[src/rtl/jk_input_conditioner.sv]
// ============================================================================
// Module   : jk_input_conditioner
// Brief    : Synchronizes, debounces and edge-detects two push buttons into
//            clean J/K drives for a JK flip-flop, with a press event counter.
// Revision : 1.0 - initial release
// ============================================================================
`default_nettype none

module jk_input_conditioner #(
  parameter int STABLE_CNT = 8,
  parameter int CNT_W      = 4
) (
  input  logic       Clk,
  input  logic       rst,
  input  logic       btn_j,
  input  logic       btn_k,
  input  logic       pulse_mode,
  output logic       J,
  output logic       K,
  output logic [7:0] ev_cnt
);

  localparam logic [CNT_W-1:0] C_CNT_MAX = CNT_W'(STABLE_CNT - 1);

  logic [1:0] w_btn;
  logic [1:0] w_deb;
  logic [1:0] w_rise;

  assign w_btn = {btn_k, btn_j};

  generate
    for (genvar g = 0; g < 2; g++) begin : g_chan
      logic             r_s1;
      logic             r_s2;
      logic             r_deb;
      logic             r_deb_d;
      logic [CNT_W-1:0] r_cnt;

      // Any cycle agreeing with the debounced state restarts the count.
      always_ff @(posedge Clk or negedge rst) begin
        if (!rst) begin
          r_s1    <= 1'b0;
          r_s2    <= 1'b0;
          r_deb   <= 1'b0;
          r_deb_d <= 1'b0;
          r_cnt   <= '0;
        end else begin
          r_s1    <= w_btn[g];
          r_s2    <= r_s1;
          r_deb_d <= r_deb;
          if (r_s2 == r_deb) begin
            r_cnt <= '0;
          end else if (r_cnt == C_CNT_MAX) begin
            r_deb <= r_s2;
            r_cnt <= '0;
          end else begin
            r_cnt <= r_cnt + 1'b1;
          end
        end
      end

      assign w_deb[g]  = r_deb;
      assign w_rise[g] = r_deb & ~r_deb_d;
    end
  endgenerate

  always_ff @(posedge Clk or negedge rst) begin
    if (!rst) begin
      J      <= 1'b0;
      K      <= 1'b0;
      ev_cnt <= 8'd0;
    end else begin
      J <= pulse_mode ? w_rise[0] : w_deb[0];
      K <= pulse_mode ? w_rise[1] : w_deb[1];
      // A simultaneous J/K press counts as a single event.
      if (|w_rise) begin
        ev_cnt <= ev_cnt + 8'd1;
      end
    end
  end

endmodule

`default_nettype wire

[config.mk]
export PLATFORM = sky130hd
export DESIGN_NAME = jk_input_conditioner
export DESIGN_NICKNAME = d
export VERILOG_FILES = /design/src/rtl/jk_input_conditioner.sv
export SDC_FILE = /design/constraint.sdc
export NUM_CORES = 1
export LEC_CHECK = 0
export CORE_MARGIN = 2
export CORE_UTILIZATION = 54
export DETAILED_ROUTE_END_ITERATION = 10
export PLACE_DENSITY = 0.85
export SYNTH_ARGS = -nofsm -noshare
export SYNTH_HDL_FRONTEND = slang
export SYNTH_SLANG_ARGS = --single-unit
[constraint.sdc]
create_clock -name Clk -period 1.8 [get_ports Clk]
set_input_delay 0.18 -clock Clk [delete_from_list [all_inputs] [get_ports Clk]]
set_output_delay 0.18 -clock Clk [all_outputs]
set_load 0.02 [all_outputs]
After elaboration in Yosys (flattened, before gate mapping)
Cells that the tools add are included.
W data, S select, Z words.
Word-level totals
  register bits: 26
  bits of input ports: 5
  output and inout port bits: 10
  logic and storage cells: 35
Cells by class
  add/sub/neg operators: 3
  equality and inequality tests: 4
  multiplexer cells: 6
  bitwise logic cells: 6
  reductions and logical operators: 3
Operator list (count)
  $mux W4: 4
  $add A4 B1 Y4 const B: 2
  $add A8 B1 Y8 const B: 1
  $eq A4 B3 Y1 const B: 2
  $not A1 Y1: 4
  $reduce_and A2 Y1: 2
  $and A1 B1 Y1: 2
  $eq A1 B1 Y1: 2
  $mux W1: 2
  $reduce_or A2 Y1: 1

Logic depth before layout (Yosys ltp)
Gate-level depths: netlist of the first run.
  depth in word-level cells: 3
  gate-level depth with buffers: 5
  gate-level depth less buffers: 5

Worst setup path before layout of the first run
No wires, ideal clock.
  kind: flip-flop to flip-flop
  start: register ev_cnt[2]
  end: register ev_cnt[7]
  library setup time: 0.128 ns
  data arrival time: 1.091 ns
  required time: 1.672 ns
  path slack: 0.581 ns
  stages on the path, launching flop included: 5
  buffers on the path: 0
  clock period less this slack: 1.219 ns
  path through: dfrtp_1 and3_1 and3_1 nand4_1 xnor2_1
Between the ends
  longest elaborated chain between the ends: 1
RTL lines
  start: declaration: RTL line 20  | output logic [7:0] ev_cnt
  start signal: assignment: RTL line 77  | ev_cnt <= ev_cnt + 8'd1;
  $add A8 B1 Y8: RTL line 77
No other way between the ends.
A chain may end at the register's enable or synchronous reset.

Worst setup path in the final report of the first run
  start: register ev_cnt[3]
  end: output ev_cnt[3]
No word-level cell between the ends.

==> metrics.md, run 1 <==
| Metric | Value |
|---|---|
| Result of the run | finished clean |
| Kind of path behind the tightest hold check | input port to asynchronous set/reset pin |
| Worst setup slack for register-to-register paths | 0.58 ns |
| Cells along the critical path | clkdlybuf4s50_1 |
| Nets | 105 |
| Beginning of the worst register-to-register path | g_chan[0].r_deb |
| Total congestion overflow | 0 |
| Overall power consumption | 0.00172 W |
| Critical Setup Path Class | register to output pin |
| Max clock buf depth | 2 |
| Height of the chip | 46.7 um |
| Kind of start point of the critical path | register |
| Gpl congestion | 0.708 |
| Global-route track usage on met1 | 24.1% |
| Final setup vio count | 0 |
| HPWL after detailed placement | 1140 um |
| Highest-delay cell along the critical path | sky130_fd_sc_hd__clkdlybuf4s50_1 |
| RSZ-0062 raised after global routing | no |
| Logic depth of the worst setup path including buffers | 1 |
| IO buf count | 14 |
| CTS tree | yes |
| Signed area change from the synthesized netlist to the final layout | 21.9% |
| Global-route usage over all layers | 18.0% |
| Max rail drop VDD | 0.000909 V |
| I/O pin count | 15 |
| Core box area | 1730 um2 |
| Maximum fanout along the worst path | 6 |
| Worst setup path startpoint | ev_cnt[3] |
| Detail Route Antenna Nets | 0 |
| Antenna violations before repair | 0 |
| Crit path time final | 1.62 ns |
| Worst path required time | 1.62 ns |
| Number of fill cells | 137 |
| Final count of pins violating max slew | 0 |
| Total of flip-flops plus latches after synthesis | 26 |
| Setup tns final | 0 ns |
| Max-slew headroom at the worst pin | 74.0% |
| Seq/Total Area, Yosys | 66.1% |
| Worst R2R Path Depth | 3 |
| Syn_nets | 85 |
| Cell area after layout | 1200 um2 |
| Pin count of the biggest net entering global routing | 27 |
| Final worst clock skew | 0.0106 ns |
| Leakage power | 0.540 nW |
| Total CTS buffers | 3 |
| Post-detailed-route wirelength per cell | 12.9 um |
| Number of maximum-capacitance constraint violations | 0 |
| H-tree levels | 1 |
| Global Route met3 Usage | 3.53% |
| Destination of the critical timing path | ev_cnt[3] |
| Reg2reg end | ev_cnt[1] |
| Largest stage delay on the critical path | 0.65 ns |
| Drt total wl | 1560 um |
| Power Dens Cells | 1440 nW/um2 |
| DRC violations left | 0 |
| Synthesized area | 985 um2 |
| Placed cell areas | 1160 um2 |
| CP top delay family | buffers and inverters |
| Effective utilization at floorplan | 57.0% |
| Clock-pin transition on the worst setup and hold timing paths | 0.14 ns |
| Count of cell types in the netlist | 17 |
| Final Cycle Share | 89.7% |
| Least-Margin Pin Slew | 0.388 ns |
| Global Route met2 Usage | 27.5% |
| Number of DRC markers in iteration 0 | 6 |
| Detailed-route vias per instance | 4.98 |
| Count of standard-cell rows | 15 |
| Via total after detailed routing | 602 |
| Number of hold violations in the final report | 0 |
| CTS resizes | 0 |
| Area of the die | 2180 um2 |
| Length of the first detailed-routing pass in iterations | 2 |
| Cell at the root of the clock tree | sky130_fd_sc_hd__clkbuf_4 |
| Source-to-sink clock delay at the later pin of the worst-skew pair | 0.32 ns |
| Highest clock frequency the design can meet | 619 MHz |
| Busiest layer in global routing | met2 |
| Wire length of the first global-routing pass | 2590 um |
| Clock sink count | 26 |
| X dimension of the die | 46.7 um |
| Number of global-route vias before repair | 586 |
| Post-Syn Instances | 77 |
| Share of post-route cells with drive strength above 1 | 8.33% |
| Total buffers and inverters traversed by the critical path | 1 |
| Hold-fix buffers at CTS | 0 |
| Kind of end point of the critical path | output pin |
| Diode insertion count for antenna repair | 0 |
| Synthesis Warnings | 0 |
| Buffer count from post-CTS setup fixing | 0 |
| Synthesized area per cell | 12.8 um2 |
| Arrival time at the worst endpoint | 1.44 ns |
[synthesized netlist by cell type, drive strengths merged]
library cell / n / share of area [%]
nand4: 4 / 2.5
nand2: 6 / 2.3
ha: 3 / 3.8
nor2b: 2 / 1.3
dfrtp: 26 / 66
nor3: 4 / 2.0
and3: 3 / 1.9
xor2: 1 / 0.89
nor2: 6 / 2.3
nand3: 2 / 1.0
inv: 2 / 0.76
xnor2: 10 / 8.9
a21oi: 4 / 2.0
o21ai: 2 / 1.0
o22ai: 1 / 2.0
mux2: 1 / 1.1
[report_power, final]
part           switching (W)  internal (W)  total (W)  leakage, nW
Clock               0.000166      0.000124   0.000290       0.0210
Sequential          0.000130      0.000739   0.000868        0.341
Combinational       0.000290      0.000275   0.000564        0.177
Total               0.000585       0.00114    0.00172        0.540
[kinds of logic (layout without fill, tap and decap cells)]
family,after synthesis,after routing,share of synthesized area (%)
DFF,26,26,66.1
adders and majority gates,3,3,3.81
muxes,1,1,1.14
AOI/OAI and AO/OA,7,7,5.08
buffers and inverters,2,21,0.762
xor gates and xnor gates,11,11,9.78
and+or+nand+nor,27,27,13.3
[flip-flops by register name, indices dropped and copies added, names as in the netlist]
name	count
ev_cnt	8
g_chan.r_cnt	8
g_chan.r_deb	2
g_chan.r_deb_d	2
g_chan.r_s1	2
g_chan.r_s2	2
J	1
K	1
[worst min path at each step]
stage,start,end,slack (ns),cells past startpoint
final,rst,g_chan[1].r_cnt[3],0.20,2
after global placement,g_chan[0].r_s1,g_chan[0].r_s2,0.34,0
after global routing,rst,g_chan[1].r_deb_d,0.24,2
after CTS,rst,g_chan[1].r_cnt[3],0.20,2
after floorplan,rst,J,-0.12,0
after detailed placement,g_chan[1].r_s1,g_chan[1].r_s2,0.34,0
[layer usage]
metal / share of wire (%) / wire length (um)
met1: 49 / 759
met3: 3.4 / 53
met2: 45 / 707
met4: 2.8 / 43
met5: 0 / 0
[cell usage in the layout, fill, tap and decap left out]
master,instances
sky130_fd_sc_hd__clkbuf_8,1
sky130_fd_sc_hd__clkbuf_4,3
sky130_fd_sc_hd__nand3_1,2
sky130_fd_sc_hd__and3_1,3
sky130_fd_sc_hd__o22ai_4,1
sky130_fd_sc_hd__inv_1,1
sky130_fd_sc_hd__nor3_1,4
sky130_fd_sc_hd__nor2_1,6
sky130_fd_sc_hd__o21ai_0,2
sky130_fd_sc_hd__nor2b_1,2
sky130_fd_sc_hd__ha_1,3
sky130_fd_sc_hd__buf_4,1
sky130_fd_sc_hd__clkdlybuf4s50_1,14
sky130_fd_sc_hd__nand2_1,6
sky130_fd_sc_hd__inv_2,1
sky130_fd_sc_hd__nand4_1,4
sky130_fd_sc_hd__a21oi_1,4
sky130_fd_sc_hd__dfrtp_1,26
sky130_fd_sc_hd__xor2_1,1
sky130_fd_sc_hd__mux2_2,1
sky130_fd_sc_hd__xnor2_1,10
[worst register-to-register path, delay by kind of cell (launching register included)]
family,cells,cell delay (ns)
AOI/OAI and AO/OA,1,0.28
buffers and inverters,1,0.07
DFF,1,0.41
muxes,1,0.37
[metrics by stage]
step | util (%) | instances | hold WS (ns) | setup WS (ns)
6_report | 69.5 | 121 | 0.197 | 0.185
5_1_grt | 69.5 | 121 | 0.240 | 0.138
4_1_cts | 69.5 | 121 | 0.203 | 0.178
3_5_place_dp | 67.4 | 117 | 0.336 | 0.557
3_3_place_gp | 67.4 | 117 | 0.335 | 0.590
2_1_floorplan | - | 77 | -0.116 | 0.581
[final cells by class]
cell class                 instances  area [um2]  share of cell area (%)
sequential                        26         651                    54.2
multi-input combinational         49         327                    27.2
timing repair buffer              15         148                    12.3
clock buffer                       4        36.3                    3.02
tap                               25        31.3                    2.61
inverter                           2        7.51                   0.626
Power figures use the tool's default switching activity.
==> inputs of run 2 (changes only) <==
CORE_UTILIZATION = 51   (was 54)
PLACE_DENSITY = 0.81   (was 0.85)
clock period = 1.7 ns   (was 1.8 ns; I/O delays follow)
==> metrics.md, run 2 (synthesized netlist as in run 1, its figures left out) <==
| Metric | Value |
|---|---|
| Result of the run | finished clean (unchanged) |
| Worst path required time | 1.53 ns (was 1.62 ns) |
| Total buffers and inverters traversed by the critical path | 1 (unchanged) |
| Largest registers ranked by flip-flop count | ev_cnt x8, g_chan.r_cnt x8 (unchanged) |
| Critical Setup Path Class | register to output pin (unchanged) |
| Most used cells in the layout excluding fill and tap cells | sky130_fd_sc_hd__dfrtp_1 (26), sky130_fd_sc_hd__clkdlybuf4s50_1 (14), sky130_fd_sc_hd__xnor2_1 (10) (unchanged) |
| Arrival time at the worst endpoint | 1.43 ns (was 1.44 ns) |
| Highest-delay cell along the critical path | sky130_fd_sc_hd__clkdlybuf4s50_1 (unchanged) |
| Final setup vio count | 0 (unchanged) |
| Number of fill cells | 138 (was 137) |
| Via total after detailed routing | 614 (was 602) |
| Kind of end point of the critical path | output pin (unchanged) |
| Antenna violations before repair | 0 (unchanged) |
| Source-to-sink clock delay at the later pin of the worst-skew pair | 0.32 ns (about the same) |
| CP top delay family | buffers and inverters (unchanged) |
| Area of the die | 2300 um2 (was 2180 um2) |
| Detailed-route vias per instance | 5.07 (was 4.98) |
| Wire length of the first global-routing pass | 2610 um (was 2590 um) |
| Post-detailed-route wirelength per cell | 13.0 um (was 12.9 um) |
| Worst R2R Path Depth | 4 (was 3) |
| Kind of start point of the critical path | register (unchanged) |
| Final worst clock skew | 0.00238 ns (was 0.0106 ns) |
| Count of non-filler cells in the finished layout | 121 (unchanged) |
| IO buf count | 14 (unchanged) |
| Diode insertion count for antenna repair | 0 (unchanged) |
| RSZ-0062 raised after global routing | no (unchanged) |
| Largest stage delay on the critical path | 0.64 ns (was 0.65 ns) |
| Buffer count from post-CTS setup fixing | 0 (unchanged) |
| Post-Place Cells | 117 (unchanged) |
| Power Dens Cells | 1520 nW/um2 (was 1440 nW/um2) |
| Number of DRC markers in iteration 0 | 4 (was 6) |
| Number of maximum-capacitance constraint violations | 0 (unchanged) |
| CTS resizes | 0 (unchanged) |
| Least-Margin Pin Slew | 0.345 ns (was 0.388 ns) |
| Clock-pin transition on the worst setup and hold timing paths | 0.13 ns (was 0.14 ns) |
| Most frequent standard cell in the layout excluding fill and tap cells | sky130_fd_sc_hd__dfrtp_1 (unchanged) |
| Share of post-route cells with drive strength above 1 | 8.33% (unchanged) |
| Final-layout worst hold slack | 0.199 ns (was 0.197 ns) |
| Signed area change from the synthesized netlist to the final layout | 21.9% (unchanged) |
| Height of the chip | 47.9 um (was 46.7 um) |
| Kind of path behind the tightest hold check | input port to asynchronous set/reset pin (unchanged) |
| Hold-fix buffers at CTS | 0 (unchanged) |
| Maximum fanout along the worst path | 6 (unchanged) |
| Final standard cell utilization of the core | 68.0% (was 69.5%) |
| Total congestion overflow | 0 (unchanged) |
| Final count of pins violating max slew | 0 (unchanged) |
| Highest clock frequency the design can meet | 624 MHz |
| Cell area after layout | 1200 um2 (unchanged) |
| Effective utilization at floorplan | 55.8% (was 57.0%) |
| Final Cycle Share | 94.2% |
| Max-slew headroom at the worst pin | 76.8% (was 74.0%) |
| Core box area | 1760 um2 (was 1730 um2) |
| Total CTS buffers | 3 (unchanged) |
| Cells along the critical path | clkdlybuf4s50_1 (unchanged) |
| CTS tree | yes (unchanged) |
| Clock sink count | 26 (unchanged) |
| X dimension of the die | 47.9 um (was 46.7 um) |
| Drt total wl | 1570 um (was 1560 um) |
| HPWL after detailed placement | 1110 um (was 1140 um) |
| Placed cell areas | 1160 um2 (unchanged) |
| Detail Route Antenna Nets | 0 (unchanged) |
| I/O pin count | 15 (unchanged) |
| Leakage power | 0.540 nW (unchanged) |
| Crit path time final | 1.60 ns |
| Length of the first detailed-routing pass in iterations | 4 (was 2) |
| Nets | 105 (unchanged) |
| H-tree levels | 1 (unchanged) |
| Number of hold violations in the final report | 0 (unchanged) |
| Setup tns final | 0 ns (unchanged) |
| Count of standard-cell rows | 15 (unchanged) |
| Max rail drop VDD | 0.000897 V (was 0.000909 V) |
| Max clock buf depth | 2 (unchanged) |
| DRC violations left | 0 (unchanged) |
| Pin count of the biggest net entering global routing | 27 (unchanged) |
| Global-route usage over all layers | 17.4% (was 18.0%) |
| Cell at the root of the clock tree | sky130_fd_sc_hd__clkbuf_4 (unchanged) |
| Logic depth of the worst setup path including buffers | 1 (unchanged) |
| Number of global-route vias before repair | 621 (was 586) |
| Gpl congestion | 0.695 (was 0.708) |
-- run 2: cell counts in the layout (fill, tap and decap cells not counted) --
No cell type changed its count.
-- run 2: routing by layer --
layer  routed length [um]  track usage, %  vias up
met5                    0               0        -
met4                   28            8.11        0
met3                   65            4.53        3
met2                  726            25.6       17
met1                  750            24.1      294
li1                     -               -      300
-- run 2: cell type report --
class	count	area, um2	share of cell area (%)
repair buffers	15	148	12.3
clock buffers	4	36.3	3.02
well taps	25	31.3	2.61
inverters	2	7.51	0.626
multi-input cells	49	327	27.2
flip-flops and latches	26	651	54.2
-- run 2: per-stage QoR --
| step | total power [W] | setup slack, ns |
|---|---|---|
| 5_1_grt | 0.00195 | 0.0342 |
| 2_1_floorplan | 0.00130 | 0.481 |
| 4_1_cts | 0.00183 | 0.0946 |
| 3_3_place_gp | 0.00150 | 0.498 |
| 6_report | 0.00182 | 0.0987 |
| 3_5_place_dp | 0.00153 | 0.456 |
-- run 2: where the power goes --
group | switching, W | total, W | leakage [nW] | internal, W
clock | 0.000174 | 0.000305 | 0.0210 | 0.000131
combinational | 0.000300 | 0.000591 | 0.177 | 0.000291
sequential | 0.000142 | 0.000924 | 0.341 | 0.000782
-- run 2: final timing paths --
| kind | from | end | slack (ns) |
|---|---|---|---|
| max | ev_cnt[3] | ev_cnt[3] | 0.1 |
| min | rst | J | 0.20 |
| max reg2reg | g_chan[0].r_deb | ev_cnt[5] | 0.43 |
| min reg2reg | g_chan[1].r_s1 | g_chan[1].r_s2 | 0.37 |
| max in group asynchronous | rst | ev_cnt[3] | 1.27 |
| min in group Clk | btn_k | g_chan[1].r_s1 | 0.27 |
